## src/rtl/bo_mult_control_unit_if.sv

```systemverilog
// Control/handshake bundle between the multiplier sequencer and its host/datapath.
// The master drives start and the datapath flags; the slave (sequencer) drives y, busy, done.
interface bo_mult_control_unit_if;
  logic        start;
  logic [2:0]  f;
  logic [10:1] y;
  logic        busy;
  logic        done;

  modport master (
    output start,
    output f,
    input  y,
    input  busy,
    input  done
  );

  modport slave (
    input  start,
    input  f,
    output y,
    output busy,
    output done
  );
endinterface

```

## src/rtl/bo_mult_control_unit.sv

```systemverilog
// Moore sequencer for the ones'-complement MSB-first shift-and-add multiplier.
// Optional macro NEGZERO_FIX_EN builds the CHECK/FIX states that turn a -0 result into +0.
module bo_mult_control_unit #(
  parameter int unsigned N = 4
) (
  input logic                    clk,
  input logic                    rst_n,
  bo_mult_control_unit_if.slave  bus
);

  localparam int unsigned CntW = $clog2(N);

  typedef enum logic [3:0] {
    StIdle  = 4'd0,
    StLoad  = 4'd1,
    StShift = 4'd2,
    StAddP  = 4'd3,
    StAddN  = 4'd4,
    StStep  = 4'd5,
    StFlag  = 4'd6,
    StDone  = 4'd7
`ifdef NEGZERO_FIX_EN
    ,
    StCheck = 4'd8,
    StFix   = 4'd9
`endif
  } state_e;

  state_e            state_q, state_d;
  logic [CntW-1:0]   cnt_q, cnt_d;

  always_comb begin
    state_d = state_q;
    cnt_d   = cnt_q;
    case (state_q)
      StIdle:  if (bus.start) state_d = StLoad;
      StLoad: begin
        cnt_d   = CntW'(N - 1);
        state_d = StShift;
      end
      // f[1]^f[0] set means the analysed bit differs from the sign: add A (or ~A if negative).
      StShift: begin
        if (bus.f[1] ^ bus.f[0]) state_d = bus.f[0] ? StAddN : StAddP;
        else                     state_d = StStep;
      end
      StAddP:  state_d = StStep;
      StAddN:  state_d = StStep;
      StStep: begin
        cnt_d = cnt_q - 1'b1;
        if (cnt_q == CntW'(1)) begin
`ifdef NEGZERO_FIX_EN
          state_d = StCheck;
`else
          state_d = StFlag;
`endif
        end else begin
          state_d = StShift;
        end
      end
`ifdef NEGZERO_FIX_EN
      StCheck: state_d = bus.f[2] ? StFix : StFlag;
      StFix:   state_d = StFlag;
`endif
      StFlag:  state_d = StDone;
      StDone:  state_d = StIdle;
      default: state_d = StIdle;
    endcase
  end

  always_ff @(posedge clk) begin
    if (!rst_n) begin
      state_q <= StIdle;
      cnt_q   <= '0;
    end else begin
      state_q <= state_d;
      cnt_q   <= cnt_d;
    end
  end

  // Outputs are a pure function of the state register.
  always_comb begin
    bus.y    = '0;
    bus.busy = (state_q != StIdle);
    bus.done = 1'b0;
    case (state_q)
      StLoad: begin
        bus.y[1] = 1'b1;
        bus.y[2] = 1'b1;
        bus.y[3] = 1'b1;
        bus.y[8] = 1'b1;
      end
      StShift: bus.y[7] = 1'b1;
      StAddP: begin
        bus.y[4] = 1'b1;
        bus.y[6] = 1'b1;
        bus.y[7] = 1'b1;
        bus.y[9] = 1'b1;
      end
      StAddN: begin
        bus.y[5] = 1'b1;
        bus.y[6] = 1'b1;
        bus.y[7] = 1'b1;
        bus.y[9] = 1'b1;
      end
      StStep:  bus.y[3] = 1'b1;
`ifdef NEGZERO_FIX_EN
      StFix:   bus.y[8] = 1'b1;
`endif
      StFlag:  bus.y[10] = 1'b1;
      StDone:  bus.done = 1'b1;
      default: ;
    endcase
  end

endmodule

```

## src/flat_wrapper.sv

```systemverilog
// flat-port wrapper written by rule: the top's interface ports become plain ports
module bo_mult_control_unit_flat 
#(
  parameter int unsigned N = 4
)
  (clk, rst_n, bus_start, bus_f, bus_y, bus_busy, bus_done);
  bo_mult_control_unit_if bus_i ();
  input logic clk;
  input logic rst_n;
  input wire logic [$bits(bus_i.start)-1:0] bus_start;
  input wire logic [$bits(bus_i.f)-1:0] bus_f;
  output wire logic [$bits(bus_i.y)-1:0] bus_y;
  output wire logic [$bits(bus_i.busy)-1:0] bus_busy;
  output wire logic [$bits(bus_i.done)-1:0] bus_done;
  assign bus_i.start = bus_start;
  assign bus_i.f = bus_f;
  assign bus_y = bus_i.y;
  assign bus_busy = bus_i.busy;
  assign bus_done = bus_i.done;
  bo_mult_control_unit #(.N(N)) u_core (.clk(clk), .rst_n(rst_n), .bus(bus_i));
endmodule
```

## config.mk

```make
export PLATFORM = sky130hd
export DESIGN_NAME = bo_mult_control_unit_flat
export DESIGN_NICKNAME = d
export VERILOG_FILES = /design/src/rtl/bo_mult_control_unit_if.sv /design/src/rtl/bo_mult_control_unit.sv /design/src/flat_wrapper.sv
export SDC_FILE = /design/constraint.sdc
export NUM_CORES = 1
export LEC_CHECK = 0
export ABC_AREA = 1
export CORE_AREA = 2 2 39 41
export DETAILED_ROUTE_END_ITERATION = 8
export DIE_AREA = 0 0 41 43
export MAX_ROUTING_LAYER = met4
export PLACE_DENSITY_LB_ADDON = 0.05
export SLEW_MARGIN = 20
export SYNTH_ARGS = -nofsm -noshare
export SYNTH_HDL_FRONTEND = slang
export SYNTH_SLANG_ARGS = --single-unit
```

## constraint.sdc

```tcl
create_clock -name clk -period 1.14 [get_ports clk]
set_input_delay 0.171 -clock clk [delete_from_list [all_inputs] [get_ports clk]]
set_output_delay 0.171 -clock clk [all_outputs]
set_load 0.05 [all_outputs]
```

# After elaboration in Yosys (flattened, before gate mapping)

Cells that the tools add are included.
Widths: inputs -> output; s select.

Logic and storage cells: 34
Output and inout bits: 12
Bits of input ports: 6
Register bits after elaboration: 6

Multiplexer cells: 15
Eq/ne operators: 9
Add/sub/neg operators: 1
Bitwise logic cells: 1
Reduce and logical (&&, ||, !) cells: 6

Operators with widths:

| cell                | number |
|---|---|
| $pmux 4 s6          | 1 |
| $eq 4x3->1 const B  | 4 |
| $eq 4x2->1 const B  | 2 |
| $mux 1              | 8 |
| $mux 4              | 2 |
| $mux 3              | 2 |
| $eq 4x1->1 const B  | 1 |
| $logic_not 4->1     | 1 |
| $pmux 2 s2          | 1 |
| $reduce_bool 4->1   | 1 |
| $reduce_or 2->1     | 2 |
| $reduce_or 3->1     | 1 |
| $eq 2x1->1 const B  | 1 |
| $mux 2              | 1 |
| $ne 2x2->1 const B  | 1 |
| $reduce_bool 2->1   | 1 |
| $sub 2x1->2 const B | 1 |
| $xor 1x1->1         | 1 |

# Depth between registers and ports, before layout

Gate-level depths: netlist of run 1.

Word-level depth: 3
Mapped depth: 6
Depth with buffers taken out: 6

# Least setup slack after synthesis of run 1

No wires, ideal clock.

Path kind: flip-flop to output port
Start point: register u_core.state_q[0]
End point: output bus_y[1]
Path buffers: 1
Arrival: 1927 ps
Cell stages (with the launch flop): 6
Setup slack: -958 ps
Data required time: 969 ps
Path through: dfxtp_1 inv_2 nor2_4 inv_2 nor2_1 buf_4

Word-level cells in the longest chain between the ends: 2

RTL lines:

| element                  | RTL line                   | RTL |
|---|---|---|
| start: declaration       | bo_mult_control_unit.sv:29 | `state_e state_q, state_d;` |
| start signal: assignment | bo_mult_control_unit.sv:72 | `state_q <= StIdle;` |
| start signal: assignment | bo_mult_control_unit.sv:75 | `state_q <= state_d;` |
| $eq 4x1->1               | bo_mult_control_unit.sv:85 | `case (state_q)` |
| $mux 2                   | bo_mult_control_unit.sv:85 |  |
| end: declaration         | flat_wrapper.sv:12         | `output wire logic [$bits(bus_i.y)-1:0] bus_y;` |

Every way passes these cells.

# Final worst setup path of run 1

Start point: register u_core.state_q[1]
End point: output bus_y[7]

Word-level cells in the longest chain between the ends: 2

RTL lines:

| element    | RTL line |
|---|---|
| $eq 4x1->1 | bo_mult_control_unit.sv:85 |
| $mux 1     | bo_mult_control_unit.sv:85 |

Every way passes these cells.

==> metrics.csv, run 1 <==
metric,value,unit
Final ANT Viol Nets,0,
largest net degree at the start of global routing,7,
highest-count cells in the layout ignoring fill and taps,"buf_12, buf_4, inv_2",
Vias per Instance,4.324,
Detail Placement HPWL,722.1,um
"CTS clk-pin slew, worst paths",40,ps
die area,1763,um2
Die Wd,41,um
Netlist cell types,15,
clock latency on the worst-skew pair,240,ps
Arrival @ worst endpoint,1200,ps
Least-Margin Pin Slew,268.2,ps
P&R area growth vs syn,139.2,%
"Hold-fix buffers, CTS",0,
Final Max Slew Viols,0,
P per Cell Area,3166,nW/um2
crit end category,primary output,
Cell Rows,14,
Hold WS,460.3,ps
final routed DRC violation total,0,
"Cell Area, Placed",724.4,um2
Diodes inserted,0,
Critical Path RT,970,ps
Avg Inst Size Synth,6.390,um2
RSZ-0062 raised after global routing,true,
layout cells sized above 1,0.5814,
H-Tree Depth,1,
Static Leak,0.3986,nW
sequential area share after synthesis,0.2797,
Yosys reg bits,5,
pre-CTS setup slack,-25.96,ps
Power Total,2.709,mW
gr usage total,0.1379,
status,finished with violations,
Reg power frac,0.131,
max-cap check violation count,0,
Post-Syn Instances,56,
fin crit share,1.201,
largest fanout of any net on the critical path,5,
maximum buffer depth of the clock tree,2,
CTS tree,built,
Hold Path Class,reg2reg,
core area,1384,um2
via count,441,
Final Non-Filler Cells,102,
Sw Pwr,1.301,mW
# placed instances,94,
Max Freq,0.7303,GHz
Tmin final,1369,ps
clk sink count,5,
DR WL/cell,9.431,um
post-layout util,0.6184,
Starting DRT DRC Count,5,
Fin. Hold Viols,0,
"Warnings, synthesis",0,
initial antenna violation count,0,
Internal Power,1.408,mW
Die Ht,43,um
gr ovfl total,0,
Mapped Area,357.8,um2
"commonest non-fill, non-tap cell in the layout",buf_12,
Clock Power Share,0.076,
TritonCTS Buffers,3,
Post-Syn Nets,63,
IR Drop Worst-Case VDD,1.534,mV
DRT Pass-1 Iters,3,
CP Class,reg2out,
slew margin rel.,0.8204,
Fin Clk Skew,0.2128,ps
Port Buffers,16,
setup tns final,-1735,ps
vias in the first global route,397,
PnR worst setup slack,-229.3,ps
global-route wire length before repair,1580,um
setup violators final,12,
final design area excluding fillers,855.8,um2
Gate power share,0.793,
I/O pin count,18,
sw frac,0.4801,
final wirelength,962,um
global placer's final weighted congestion,0.7300,
CP Launch Type,register,
CTS root buf,clkbuf_4,
initial core utilization,0.2586,
Nets,94,
failing checks,setup timing,
==> power by group through the flow <==
stage | logic, mW | clock network (mW) | registers, mW
global placement | 1.93 | 0 | 0.332
CTS | 2.14 | 0.215 | 0.350
finish | 2.15 | 0.207 | 0.354
floorplan | 1.07 | 0 | 0.338
detailed placement | 1.94 | 0 | 0.333
global route | 2.27 | 0.224 | 0.366
==> state kept, by name (all words and copies together) (netlist names) <==
register / count
u_core.cnt_q: 2
u_core.state_q: 3
==> cells in the mapped netlist <==
cell | n | area [um2]
o211ai_1 | 1 | 7.510
dfxtp_1 | 5 | 100.1
inv_2 | 4 | 15.01
o21ai_1 | 2 | 10.01
nand4_1 | 2 | 12.51
nor2_4 | 1 | 11.26
inv_1 | 9 | 33.78
buf_4 | 3 | 22.52
nand3_1 | 7 | 35.03
ha_1 | 1 | 12.51
nand3_2 | 2 | 20.02
nor2_1 | 8 | 30.03
nor2_2 | 1 | 6.260
nand2_1 | 7 | 26.28
a21oi_1 | 3 | 15.01
==> per-layer routing <==
| metal | global-route usage | part of all wire | up-vias |
|---|---|---|---|
| li1 | - | - | 235 |
| met2 | 0.2000 | 0.51 | 9 |
| met5 | - | 0 | - |
| met4 | 0.1000 | 0.036 | 0 |
| met1 | 0.1672 | 0.41 | 193 |
| met3 | 0.01571 | 0.036 | 4 |
==> path summary, 6_finish.rpt <==
kind / slack (ps) / start / end / depth (start not counted)
worst max register to register: 50 / u_core.state_q[2] / u_core.state_q[2] / 7
worst min register to register: 460 / u_core.cnt_q[1] / u_core.cnt_q[1] / 2
worst min-delay path: 460 / u_core.cnt_q[1] / u_core.cnt_q[1] / 2
worst max-delay path: -230 / u_core.state_q[1] / bus_y[7] / 5
==> worst max-delay path, stage by stage, from the launching register on <==
cell	delay [ps]
dfxtp_4	360
buf_6	120
nor2_4	80
inv_2	50
nor2_4	180
buf_12	170
==> final cells by class <==
cell class                 instances  area [um2]
fill                             122       528.0
multi-input combinational         35       247.7
clock buffer                       4       26.28
sequential                         5       111.4
inverter                          13       53.80
timing repair buffer              29       396.6
tap                               16       20.02
==> repair_timing <==
| action | in CTS | in global routing |
|---|---|---|
| buffers inserted | 5 | 1 |
| endpoints found under the setup margin | 12 | 16 |
| resized for setup | 18 | 5 |
| pin swaps | 1 | 0 |
==> cells by family (layout without fill, tap and decap cells) <==
group                      after synthesis  count (layout)  synth area share
AOI/OAI and AO/OA                        6               6           0.09091
adders and majority gates                1               1           0.03496
buffers and inverters                   16              46            0.1993
DFF                                      5               5            0.2797
and+or+nand+nor                         28              28            0.3951
No activity file was read; power rests on OpenSTA's default activity.
==> run 2: changes to the inputs <==
Settings changed: SKIP_LAST_GASP set to 1.
==> run 2 against run 1 <==
Against the previous run:
- the flow still finishes with violations (setup timing)
- critical path depth did not move
- first-iteration DRC count rose by 20%
- combinational power barely moved
- total power fell by 0.54%
- largest power group unchanged
- global-route usage fell by 0.31 points
- critical path type unchanged
- utilization fell by 0.54 points
- routed wire length fell by 0.42%
- clock skew rose by 0.98 ps
- sequential power barely moved
- clock-buffer cell count did not move
- sequential share of layout area rose by 0.12 points
==> metrics.csv, run 2 (synthesis gave the netlist of run 1 again) <==
metric,value,unit,change
status,finished with violations,,unchanged
failing checks,setup timing,,unchanged
DR WL/cell,9.392,um,was 9.431 um
r2r worst-path depth,7,,unchanged
R2R Setup Slk,40,ps,was 50 ps
GR Util met1,0.1640,,was 0.1672
RSZ-0062 raised after global routing,true,,unchanged
Least-Margin Pin Slew,268.6,ps,was 268.2 ps
core area,1384,um2,unchanged
"Hold-fix buffers, CTS",0,,unchanged
reg2reg start,u_core.state_q[2],,unchanged
CTS tree,built,,unchanged
clk sink count,5,,unchanged
CP Launch Type,register,,unchanged
setup violators final,12,,unchanged
max reg flops,3,,unchanged
Detail Placement HPWL,722.1,um,unchanged
largest net degree at the start of global routing,7,,unchanged
global placer's final weighted congestion,0.7300,,unchanged
Cell Rows,14,,unchanged
Sequential Area,111.4,um2,unchanged
largest registers,"u_core.state_q: 3 flops, u_core.cnt_q: 2 flops",,unchanged
final wirelength,958,um,was 962 um
I/O pin count,18,,unchanged
# placed instances,94,,unchanged
P per Cell Area,3177,nW/um2,was 3166 nW/um2
HP Start,u_core.cnt_q[1],,unchanged
grt peak-use layer,met2,,unchanged
DRT Pass-1 Iters,4,,was 3
clock latency on the worst-skew pair,240,ps,about the same
Tmin final,1366,ps,was 1369 ps
CP Class,reg2out,,unchanged
Die Ht,43,um,unchanged
P&R area growth vs syn,137.1,%,was 139.2%
CTS root buf,clkbuf_4,,unchanged
TritonCTS Buffers,3,,unchanged
IR Drop Worst-Case VDD,1.457,mV,was 1.534 mV
Vias per Instance,4.392,,was 4.324
fillers,120,,was 122
hold endpoint,u_core.cnt_q[1],,unchanged
fin crit share,1.198,,was 1.201
initial core utilization,0.2586,,unchanged
CP max stage cell,dfxtp_4,,unchanged
Die Wd,41,um,unchanged
Fin. Hold Viols,0,,unchanged
post-layout util,0.6130,,was 0.6184
Critical Path Most Common Cell,nor2_4,,unchanged
"Cell Area, Placed",724.4,um2,unchanged
PnR worst setup slack,-225.9,ps,was -229.3 ps
max-cap check violation count,0,,unchanged
initial antenna violation count,0,,unchanged
H-Tree Depth,1,,unchanged
vias in the first global route,407,,was 397
Diodes inserted,0,,unchanged
gr ovfl total,0,,unchanged
via count,448,,was 441
highest-count cells in the layout ignoring fill and taps,"buf_12, buf_4, inv_2",,unchanged
"CTS clk-pin slew, worst paths",40,ps,about the same
"critical path, cell by cell",buf_6 > nor2_4 > inv_2 > nor2_4 > buf_12,,unchanged
final design area excluding fillers,848.3,um2,was 855.8 um2
multi-input logic area,240.2,um2,was 247.7 um2
worst reg2reg endpoint,u_core.state_q[2],,unchanged
slew margin rel.,0.8202,,was 0.8204
met3 Resource Use GR,0.01571,,unchanged
crit end category,primary output,,unchanged
Max Freq,0.7321,GHz,was 0.7303 GHz
Static Leak,0.3985,nW,was 0.3986 nW
Final Non-Filler Cells,102,,unchanged
die area,1763,um2,unchanged
delay of the slowest critical-path stage,350,ps,was 360 ps
global-route wire length before repair,1552,um,was 1580 um
crit path buf inv count,3,,unchanged
met2 Track Usage GR,0.1938,,was 0.2000
hold-critical path depth,2,,unchanged
Port Buffers,16,,unchanged
Fin Clk Skew,1.189,ps,was 0.2128 ps
Hold Path Class,reg2reg,,unchanged
Critical Path RT,970,ps,about the same
final routed DRC violation total,0,,unchanged
pre-CTS setup slack,-25.96,ps,unchanged
"commonest non-fill, non-tap cell in the layout",buf_12,,unchanged
Nets,94,,unchanged
maximum buffer depth of the clock tree,2,,unchanged
gr usage total,0.1348,,was 0.1379
Reg with most FFs,u_core.state_q,,unchanged
Arrival @ worst endpoint,1190,ps,was 1200 ps
Final ANT Viol Nets,0,,unchanged
Final Max Slew Viols,0,,unchanged
layout cells sized above 1,0.5814,,unchanged
largest fanout of any net on the critical path,5,,unchanged
"CP delay by family, top",flip-flops,,unchanged
Starting DRT DRC Count,6,,was 5
==> run 2: where the power goes <==
part           internal [mW]  switching (mW)  total (mW)  leakage (nW)
Sequential             0.265          0.0900       0.355        0.0432
Clock                  0.132          0.0745       0.207        0.0150
Combinational           1.01            1.12        2.13         0.340
Total                   1.41            1.29        2.69         0.398
==> run 2: final cells by class <==
type / instances / area share
Timing Repair Buffer: 29 / 0.4676
Multi-Input combinational cell: 35 / 0.2832
Sequential cell: 5 / 0.1313
Inverter: 13 / 0.06342
Clock buffer: 4 / 0.03097
Tap cell: 16 / 0.02360
==> run 2: per-layer routing <==
metal	share of wire	wire length, um
met1	0.43	409
met2	0.50	478
met3	0.037	35
met4	0.037	35
met5	0	0
==> run 2: how the worst max path moves through the flow <==
stage / from / to / cells after the start
finish: u_core.state_q[1] / bus_y[7] / 5
global route: u_core.state_q[1] / bus_y[7] / 5
CTS: u_core.state_q[1] / bus_y[1] / 5
detailed placement: u_core.state_q[1] / bus_y[1] / 5
global placement: u_core.state_q[1] / bus_y[0] / 5
floorplan: u_core.state_q[0] / bus_y[1] / 5
==> run 2: worst register-to-register path, cell delays in order (launching register included) <==
cell and delay (ps):
dfxtp_4 380, inv_2 50, nand3_1 100, buf_6 130, buf_4 100, nand3_2 80
nor2_2 120, nor2_1 40
==> run 2: per-stage QoR <==
step | power [mW] | TNS, ps | hold slack, ps
detailed placement | 2.272 | -77.54 | 454.8
global route | 2.840 | -2451 | 502.5
global placement | 2.267 | -72.55 | 452.6
CTS | 2.626 | -1990 | 462.1
floorplan | 1.406 | -1815 | 305.9
finish | 2.695 | -1722 | 461.0
==> run 2: what timing repair did <==
item                                    in CTS  in global routing
pin swaps                                    1                  0
gates cloned                                 0                  0
hold endpoints to repair                     0                  0
gates resized for setup                     12                 10
setup buffers                                5                  1
endpoints found under the setup margin      12                 16
==> patch: new RTL, settings of run 2 <==
`N` is set to 4 in 2 places; all go to 8.
--- a/src/rtl/bo_mult_control_unit.sv
+++ b/src/rtl/bo_mult_control_unit.sv
@@ -1,7 +1,7 @@
 // Moore sequencer for the ones'-complement MSB-first shift-and-add multiplier.
 // Optional macro NEGZERO_FIX_EN builds the CHECK/FIX states that turn a -0 result into +0.
 module bo_mult_control_unit #(
-  parameter int unsigned N = 4
+  parameter int unsigned N = 8
 ) (
   input logic                    clk,
   input logic                    rst_n,
--- a/src/flat_wrapper.sv
+++ b/src/flat_wrapper.sv
@@ -1,7 +1,7 @@
 // flat-port wrapper written by rule: the top's interface ports become plain ports
 module bo_mult_control_unit_flat 
 #(
-  parameter int unsigned N = 4
+  parameter int unsigned N = 8
 )
   (clk, rst_n, bus_start, bus_f, bus_y, bus_busy, bus_done);
   bo_mult_control_unit_if bus_i ();
Behaviour: not the same (a bounded check fails within 10 cycles, from zero or initial values and one cycle with rst_n low).
==> patch against run 2 <==
  * The flow still finishes with violations (setup timing)
  * Combinational power up 23%
  * Maximum frequency shrank 1.9%
  * Global-route usage increased by 3.2 points
  * Worst setup slack got worse by 26 ps
  * Sequential cell count grew 1
  * Area after synthesis grew 21%
  * Final cell count increased by 19%
  * Via count is 19% higher
  * Register-to-register slack got worse by 150 ps
  * Design area is 22% higher
  * Utilization is 13 points higher
  * Wire length increased by 39%
  * Power is 21% higher
  * Count of clock-buffer cells in the layout is the same
  * Largest power group unchanged
==> patch: results (changes against run 2) <==
** Route
- The final routed wirelength across all metal layers is 1330 um (+39%).

** Timing
- The tightest hold margin is 520 ps (+58.9 ps).
- The final-report setup violation count came to 15 (+3).
- Setup slack of the critical path after layout :: -252 ps (-26.3 ps)

** GRT
- Via count of the first global-routing pass :: 492 (+21%)
- Global-route total usage across every layer :: 16.7% (+3.2 points)

** Critical path
- CP arrival :: 1220 ps (+30 ps)
- FF-to-FF End :: u_core.cnt_q[2]
- Depth of the worst register-to-register path :: 9 (+2)
- Worst Setup EP :: bus_y[0]
- Kind of cell adding the most delay to the critical path :: buffers and inverters
- The delay of the slowest critical-path stage was 400 ps (+50 ps).

** CTS
- Post-CTS setup-driven buffer insertion count :: 8 (+3)
- The total number of clock tree sinks was 6 (+1).

** Outcome
- The run finished, with violations left.
- Failing checks :: setup timing

** Final layout
- Largest registers :: u_core.cnt_q x3, u_core.state_q x3
- The non-clock buffer contribution to total cell area is 46.5% (-0.27 points).
- Multi-input comb cells :: 41 (+17%)
- The final layout net count is 114 (+21%).
- Share of post-route cells with drive strength above 1 :: 61.0% (+2.8 points)
- The clock-cell share of area is 2.54% (-0.55 points).

** Synthesis
- By count the netlist is led by inv_1 (14), nand2_1 (10), nand3_1 (9), nor2_1 (7), dfxtp_1 (6).
- The number of distinct library cells after synthesis was 16 (+1).

** Power
- The leakage power figure was 0.495 nW (+24%).
- The fraction of power consumed by the clock network came to 6.5% (-1.2 points).

** Placement
- Hpwl dp :: 819 um (+13%)

** Hold path
- For hold timing, the worst endpoint is u_core.cnt_q[0].
patch: cell types whose count changed after synthesis, moves of 2 or more:
cell,run 2,this run
inv_1,9,14
nand2_1,7,10
nand3_1,7,9
o21ai_0,0,2
o21ai_1,2,0
patch: per-layer routing:
layer  up-vias  wire length (um)  part of all wire, %  GRT usage, %
li1        282                 -                    -             -
met1       239               526                   40          18.1
met2        12               727                   55          25.6
met3         2                59                  4.4          3.66
met4         0                13                 0.98          11.3
met5         -                 0                    0             -
patch: per-stage QoR:
step | cell area, sq um | worst slack (ps) | TNS, ps | power [W] | std cells
after floorplan | 470 | -374 | -1550 | 0.00158 | 67
after global placement | 786 | -67.7 | -203 | 0.00240 | 103
after detailed placement | 786 | -61.0 | -182 | 0.00241 | 103
after CTS | 921 | -233 | -2210 | 0.00293 | 115
after global routing | 1030 | -311 | -3220 | 0.00345 | 121
final | 1030 | -252 | -2280 | 0.00326 | 121
